## config.mk

```make
export PLATFORM = sky130hd
export DESIGN_NAME = fpu_normalize_sequencer_flat
export DESIGN_NICKNAME = d
export VERILOG_FILES = /design/src/rtl/fpu_normalize_sequencer_pkg.sv /design/src/rtl/fpu_normalize_sequencer_if.sv /design/src/rtl/multiplexer_based_bit_shifter_right.sv /design/src/rtl/fpu_normalize_sequencer.sv /design/src/flat_wrapper.sv
export SDC_FILE = /design/constraint.sdc
export NUM_CORES = 1
export LEC_CHECK = 0
export CORE_MARGIN = 4
export CORE_UTILIZATION = 45
export CTS_CLUSTER_SIZE = 16
export DETAILED_ROUTE_END_ITERATION = 8
export PLACE_DENSITY = 0.71
export SYNTH_ARGS = -nofsm -noshare
export SYNTH_HDL_FRONTEND = slang
export SYNTH_SLANG_ARGS = --single-unit
```

## constraint.sdc

```tcl
create_clock -name clk -period 4.7 [get_ports clk]
set_input_delay 1.175 -clock clk [delete_from_list [all_inputs] [get_ports clk]]
set_output_delay 1.175 -clock clk [all_outputs]
set_load 0.01 [all_outputs]
```

## src/rtl/fpu_normalize_sequencer_pkg.sv

```systemverilog
// fpu_normalize_sequencer_pkg: shared widths, shift constants and sequencer states for the normalizer
package fpu_normalize_sequencer_pkg;
    localparam int MANT_W        = 64;
    localparam int EXP_W         = 15;
    localparam int BYTE_SHIFT    = 8;
    localparam int MAX_BIT_SHIFT = 7;
    typedef enum logic [1:0] {IDLE, BYTE, BIT, DONE} state_t;
endpackage

```

## src/rtl/fpu_normalize_sequencer_if.sv

```systemverilog
// fpu_normalize_sequencer_if: operand/result handshake bundle for the normalizer
interface fpu_normalize_sequencer_if import fpu_normalize_sequencer_pkg::*; ();
    logic              start;
    logic [MANT_W-1:0] mant_in;
    logic [EXP_W-1:0]  exp_in;
    logic              ready;
    logic              done;
    logic [MANT_W-1:0] mant_out;
    logic [EXP_W-1:0]  exp_out;
    logic              zero;
    logic              underflow;
    modport master (output start, mant_in, exp_in, input ready, done, mant_out, exp_out, zero, underflow);
    modport slave  (input start, mant_in, exp_in, output ready, done, mant_out, exp_out, zero, underflow);
endinterface

```

## src/rtl/multiplexer_based_bit_shifter_right.sv

```systemverilog
// multiplexer_based_bit_shifter_right: 0-7 bit log shifter moving data toward bit 63, zero fill
module multiplexer_based_bit_shifter_right import fpu_normalize_sequencer_pkg::*; (
    input  logic [MANT_W-1:0] d,
    input  logic [2:0]        amt,
    output logic [MANT_W-1:0] q
);
    logic [MANT_W-1:0] s1, s2;
    assign s1 = amt[0] ? {d[MANT_W-2:0], 1'b0} : d;
    assign s2 = amt[1] ? {s1[MANT_W-3:0], 2'b0} : s1;
    assign q  = amt[2] ? {s2[MANT_W-5:0], 4'b0} : s2;
endmodule

```

## src/rtl/fpu_normalize_sequencer.sv

```systemverilog
// fpu_normalize_sequencer: multi-cycle byte/bit mantissa normalizer with bounded exponent decrement
module fpu_normalize_sequencer import fpu_normalize_sequencer_pkg::*; (
    input logic clk,
    input logic reset,
    fpu_normalize_sequencer_if.slave bus
);
    state_t            state, state_nxt;
    logic [MANT_W-1:0] m, m_nxt, sh, mant_q;
    logic [EXP_W-1:0]  e, e_nxt, exp_q;
    logic [2:0]        lz, k;
    logic              zero_q, uf_q;

    function automatic logic [2:0] lz_byte(input logic [7:0] b);
        logic [2:0] n;
        n = 3'(MAX_BIT_SHIFT);
        for (int i = 0; i < 8; i++)
            if (b[i]) n = 3'(7 - i);
        return n;
    endfunction

    assign lz = lz_byte(m[MANT_W-1:MANT_W-8]);
    assign k  = (e < EXP_W'(lz)) ? e[2:0] : lz;

    multiplexer_based_bit_shifter_right u_shift (.d(m), .amt(k), .q(sh));

    always_comb begin
        state_nxt = state;
        m_nxt     = m;
        e_nxt     = e;
        case (state)
            IDLE: if (bus.start) begin
                m_nxt     = bus.mant_in;
                e_nxt     = (bus.mant_in == '0) ? '0 : bus.exp_in;
                state_nxt = (bus.mant_in == '0) ? DONE : BYTE;
            end
            BYTE: if (m[MANT_W-1:MANT_W-8] == 8'd0 && e >= EXP_W'(BYTE_SHIFT)) begin
                m_nxt = m << BYTE_SHIFT;
                e_nxt = e - EXP_W'(BYTE_SHIFT);
            end else begin
                state_nxt = BIT;
            end
            BIT: begin
                m_nxt     = sh;
                e_nxt     = e - EXP_W'(k);
                state_nxt = (sh[MANT_W-1] || e_nxt == '0) ? DONE : BYTE;
            end
            default: state_nxt = IDLE;
        endcase
    end

    // results are captured on entry to DONE so they are valid while done is high
    always_ff @(posedge clk) begin
        if (reset) begin
            state  <= IDLE;
            m      <= '0;
            e      <= '0;
            mant_q <= '0;
            exp_q  <= '0;
            zero_q <= 1'b0;
            uf_q   <= 1'b0;
        end else begin
            state <= state_nxt;
            m     <= m_nxt;
            e     <= e_nxt;
            if (state != DONE && state_nxt == DONE) begin
                mant_q <= m_nxt;
                exp_q  <= e_nxt;
                zero_q <= m_nxt == '0;
                uf_q   <= e_nxt == '0 && !m_nxt[MANT_W-1] && m_nxt != '0;
            end else if (state == IDLE && bus.start) begin
                zero_q <= 1'b0;
                uf_q   <= 1'b0;
            end
        end
    end

    assign bus.ready     = state == IDLE;
    assign bus.done      = state == DONE;
    assign bus.mant_out  = mant_q;
    assign bus.exp_out   = exp_q;
    assign bus.zero      = zero_q;
    assign bus.underflow = uf_q;
endmodule

```

## src/flat_wrapper.sv

```systemverilog
// flat-port wrapper written by rule: the top's interface ports become plain ports
module fpu_normalize_sequencer_flat import fpu_normalize_sequencer_pkg::*;
  (clk, reset, bus_start, bus_mant_in, bus_exp_in, bus_ready, bus_done, bus_mant_out, bus_exp_out, bus_zero, bus_underflow);
  fpu_normalize_sequencer_if bus_i ();
  input logic clk;
  input logic reset;
  input wire logic [$bits(bus_i.start)-1:0] bus_start;
  input wire logic [$bits(bus_i.mant_in)-1:0] bus_mant_in;
  input wire logic [$bits(bus_i.exp_in)-1:0] bus_exp_in;
  output wire logic [$bits(bus_i.ready)-1:0] bus_ready;
  output wire logic [$bits(bus_i.done)-1:0] bus_done;
  output wire logic [$bits(bus_i.mant_out)-1:0] bus_mant_out;
  output wire logic [$bits(bus_i.exp_out)-1:0] bus_exp_out;
  output wire logic [$bits(bus_i.zero)-1:0] bus_zero;
  output wire logic [$bits(bus_i.underflow)-1:0] bus_underflow;
  assign bus_i.start = bus_start;
  assign bus_i.mant_in = bus_mant_in;
  assign bus_i.exp_in = bus_exp_in;
  assign bus_ready = bus_i.ready;
  assign bus_done = bus_i.done;
  assign bus_mant_out = bus_i.mant_out;
  assign bus_exp_out = bus_i.exp_out;
  assign bus_zero = bus_i.zero;
  assign bus_underflow = bus_i.underflow;
  fpu_normalize_sequencer u_core (.clk(clk), .reset(reset), .bus(bus_i));
endmodule
```

==> flow_metrics.py <==
metrics = {
    "setup_path": {
        "cp-end-kind": "flop",
        "r2r_setup_slack_ps": -100,
        "crit_required_ps": 5100,
        "crit_type": "reg2reg",
        "path_max_fanout": 5,
        "start_kind": "flop",
        "r2r_end": "u_core.bus.zero",
        "worstReg2RegStart": "u_core.m[63]",
        "critical_path_arrival_ps": 5200,
        "rr_worst_depth": 18,
    },
    "synth": {
        "yosysWarningCount": 0,
        "syn_area_sq_um": 10800,
        "syn_inst": 1404,
        "syn_avg_cell_area_sq_um": 7.70,
        "syn-num-nets": 1491,
        "async_reset_ff_frac": 0,
        "synth_edf_count": 0,
        "synth-seq-cells": 162,
        "yosysUniqueCellTypes": 88,
        "synthFlopType": "dfxtp_1",
        "ys_seq_area_frac": 0.300,
    },
    "detailed_routing": {
        "wl_per_cell_um": 27.5,
        "drt_iter0_markers": 1999,
        "first_pass_iters": 9,
        "final_antenna_net_count": 0,
        "vias_per_cell": 6.61,
        "vias": 14200,
        "totalWireLength_um": 59000,
        "drc_errors": 0,
    },
    "grt": {
        "grt_pass1_wl_um": 82200,
        "track_usage": 0.410,
        "grt_pass1_vias": 13000,
        "antenna_found_initial": 2,
        "grt_overflow": 0,
        "grt_max_degree": 81,
    },
    "timing": {
        "fin_crit_sh": 1.02,
        "setup_viol_count_final": 11,
        "setup_ws_ps": -102,
        "fmax_mhz": 208,
        "hold_viol": 0,
        "period_needed_ps": 4800,
        "maxSlewViolCount": 0,
        "holdWs_ps": 466,
        "finalClockSkew_ps": 19.9,
        "tightest_slew_ps": 1180,
        "slew_headroom": 0.212,
        "rsz0062_at_grt": "true",
    },
    "power_and_ir_drop": {
        "total_power_uw": 9050,
        "p_leak_uw": 0.00673,
        "power.density_nw_per_um2": 540,
        "ir_drop_v": 0.000268,
    },
    "place": {
        "place_ws_ps": -292,
        "io_buffers": 164,
        "gp_congestion": 1.06,
        "dpl.hpwl_um": 42300,
    },
    "cts": {
        "clockBufferDepth": 2,
        "hold_buffers": 0,
        "htree_levels": 4,
        "cts_buffers": 17,
        "cts_root_buf": "clkbuf_16",
        "clk_pin_slew_ps": 90,
        "clkLatencyLatePin_ps": 450,
        "cts.sinks": 162,
        "cts_tree": "done",
    },
    "min_path": {
        "hold_end": "u_core.bus.exp_out[3]",
        "hold_class": "reg2reg",
        "whs_path_depth": 2,
        "hp-start": "u_core.bus.exp_out[3]",
    },
    "flow_run": {
        "max_cap_viol_count": 0,
    },
    "cells_and_area": {
        "insertedDiodeCount": 0,
        "utilization": 0.712,
        "final_common_cell": "buf_4",
        "drive_above_1_share": 0.309,
        "area_growth_pct": 55.2,
        "finalNetCount": 1905,
        "final_cell_mix": "buf_4, nor2_1, clkdlybuf4s50_1",
    },
    "run_status": {
        "violations": "negative setup slack",
        "status": "finished with violations",
    },
    "floorplan": {
        "rows": 56,
        "die_area_sq_um": 26600,
        "core_area_sq_um": 23500,
        "start_util": 0.459,
        "die_y_um": 163,
        "io-pin-count": 165,
        "die_w_um": 163,
    },
}
-- metrics by stage --
| stage | area [sq um] | setup TNS (ps) | cells |
|---|---|---|---|
| after floorplan | 11000 | -8610 | 1404 |
| after global placement | 14900 | -485 | 2082 |
| after detailed placement | 14900 | -698 | 2082 |
| after CTS | 15600 | 0 | 2117 |
| after global routing | 16800 | -5020 | 2150 |
| final | 16800 | -509 | 2150 |
-- cell families (layout without fill, tap and decap cells) --
logic type,count (synthesis),in the layout,share of synthesized area
AO/OA/AOI/OAI,424,424,0.275
XOR/XNOR,7,7,0.00567
adder cells (fa/ha/maj),5,5,0.00579
buffers and inverters,147,574,0.0643
flip-flops,162,162,0.300
multiplexers,112,112,0.105
AND/OR/NAND/NOR,547,547,0.244
-- worst max path at each step --
stage | startpoint | end | slack [ps] | cells after the start
2_1_floorplan | u_core.m[60] | u_core.bus.underflow | -210 | 25
3_3_place_gp | u_core.m[61] | u_core.bus.underflow | -250 | 19
3_5_place_dp | bus_mant_in[32] | u_core.bus.underflow | -290 | 15
4_1_cts | u_core.m[61] | u_core.bus.underflow | 10 | 22
5_1_grt | u_core.m[63] | u_core.bus.exp_out[5] | -180 | 23
6_report | u_core.m[63] | u_core.bus.zero | -100 | 18
-- synth_stat cells, types with 4 or more instances --
| master | count | area share |
|---|---|---|
| buf_8 | 4 | 0.0056 |
| nor4_1 | 24 | 0.014 |
| a221o_1 | 24 | 0.022 |
| clkbuf_1 | 83 | 0.029 |
| a31oi_1 | 20 | 0.012 |
| o31ai_1 | 7 | 0.0049 |
| o211ai_1 | 4 | 0.0028 |
| and2_1 | 32 | 0.019 |
| a221oi_1 | 30 | 0.024 |
| or2_2 | 6 | 0.0035 |
| o21ai_0 | 77 | 0.036 |
| a22oi_1 | 9 | 0.0063 |
| mux2i_1 | 102 | 0.094 |
| nor4b_1 | 6 | 0.0049 |
| a211oi_1 | 55 | 0.038 |
| nand3_1 | 32 | 0.015 |
| a21o_1 | 6 | 0.0042 |
| nand2_1 | 116 | 0.040 |
| ha_1 | 5 | 0.0058 |
| o22ai_1 | 14 | 0.0081 |
| a211o_1 | 6 | 0.0049 |
| a22o_1 | 7 | 0.0057 |
| a311oi_1 | 6 | 0.0049 |
| xor2_1 | 4 | 0.0032 |
| a222oi_1 | 15 | 0.014 |
| nor3_1 | 43 | 0.020 |
| inv_1 | 20 | 0.0069 |
| and3_1 | 25 | 0.014 |
| buf_2 | 22 | 0.010 |
| mux2_2 | 10 | 0.010 |
| nand4_1 | 16 | 0.0093 |
| dfxtp_1 | 162 | 0.30 |
| or3_1 | 4 | 0.0023 |
| nor2_1 | 204 | 0.071 |
| o221ai_1 | 10 | 0.0081 |
| buf_1 | 6 | 0.0021 |
| o21a_1 | 4 | 0.0028 |
| a21oi_1 | 91 | 0.042 |
| or4_1 | 6 | 0.0042 |
-- power by group --
| part | switching (uW) | internal, uW |
|---|---|---|
| registers | 273 | 1580 |
| logic | 3070 | 2600 |
| clock network | 797 | 737 |
-- routing by layer --
| layer | share of wire | global-route usage |
|---|---|---|
| met2 | 0.42 | 0.593 |
| met4 | 0.056 | 0.172 |
| met1 | 0.38 | 0.557 |
| met3 | 0.14 | 0.141 |
| met5 | 0.00012 | 0 |
-- flip-flops by register name, indices dropped and copies added, names as in the netlist --
signal                count
u_core.e                 15
u_core.bus.exp_out       15
u_core.bus.mant_out      64
u_core.bus.underflow      1
u_core.m                 64
u_core.state              2
u_core.bus.zero           1
-- worst max-delay path, stage by stage, from the launching register on --
cell	delay, ps
dfxtp_2	330
or4_4	550
ha_4	230
a21o_4	220
or4_4	510
o22ai_4	170
nand2_4	140
inv_12	110
buf_4	130
mux2i_1	310
mux2i_1	170
a222oi_1	320
buf_4	200
nand2_1	110
nor4_1	320
nand4_1	210
a2111oi_4	340
buf_4	200
a41o_1	160
-- layout make-up --
| cell class | instances | area, sq um |
|---|---|---|
| Clock buffer | 17 | 425 |
| Clock inverter | 15 | 198 |
| Fill cell | 1932 | 6780 |
| Inverter | 25 | 109 |
| Multi-Input combinational cell | 1095 | 7670 |
| Sequential cell | 162 | 3250 |
| Tap cell | 319 | 399 |
| Timing Repair Buffer | 516 | 4710 |
| Timing Repair inverter | 1 | 8.76 |
-- what timing repair did --
item,CTS,global route
setup endpoints to repair,14,81
buffers inserted,3,25
gates resized for setup,17,177
pin swaps,7,54
gates cloned,0,9
(Power assumes the default switching activity.)
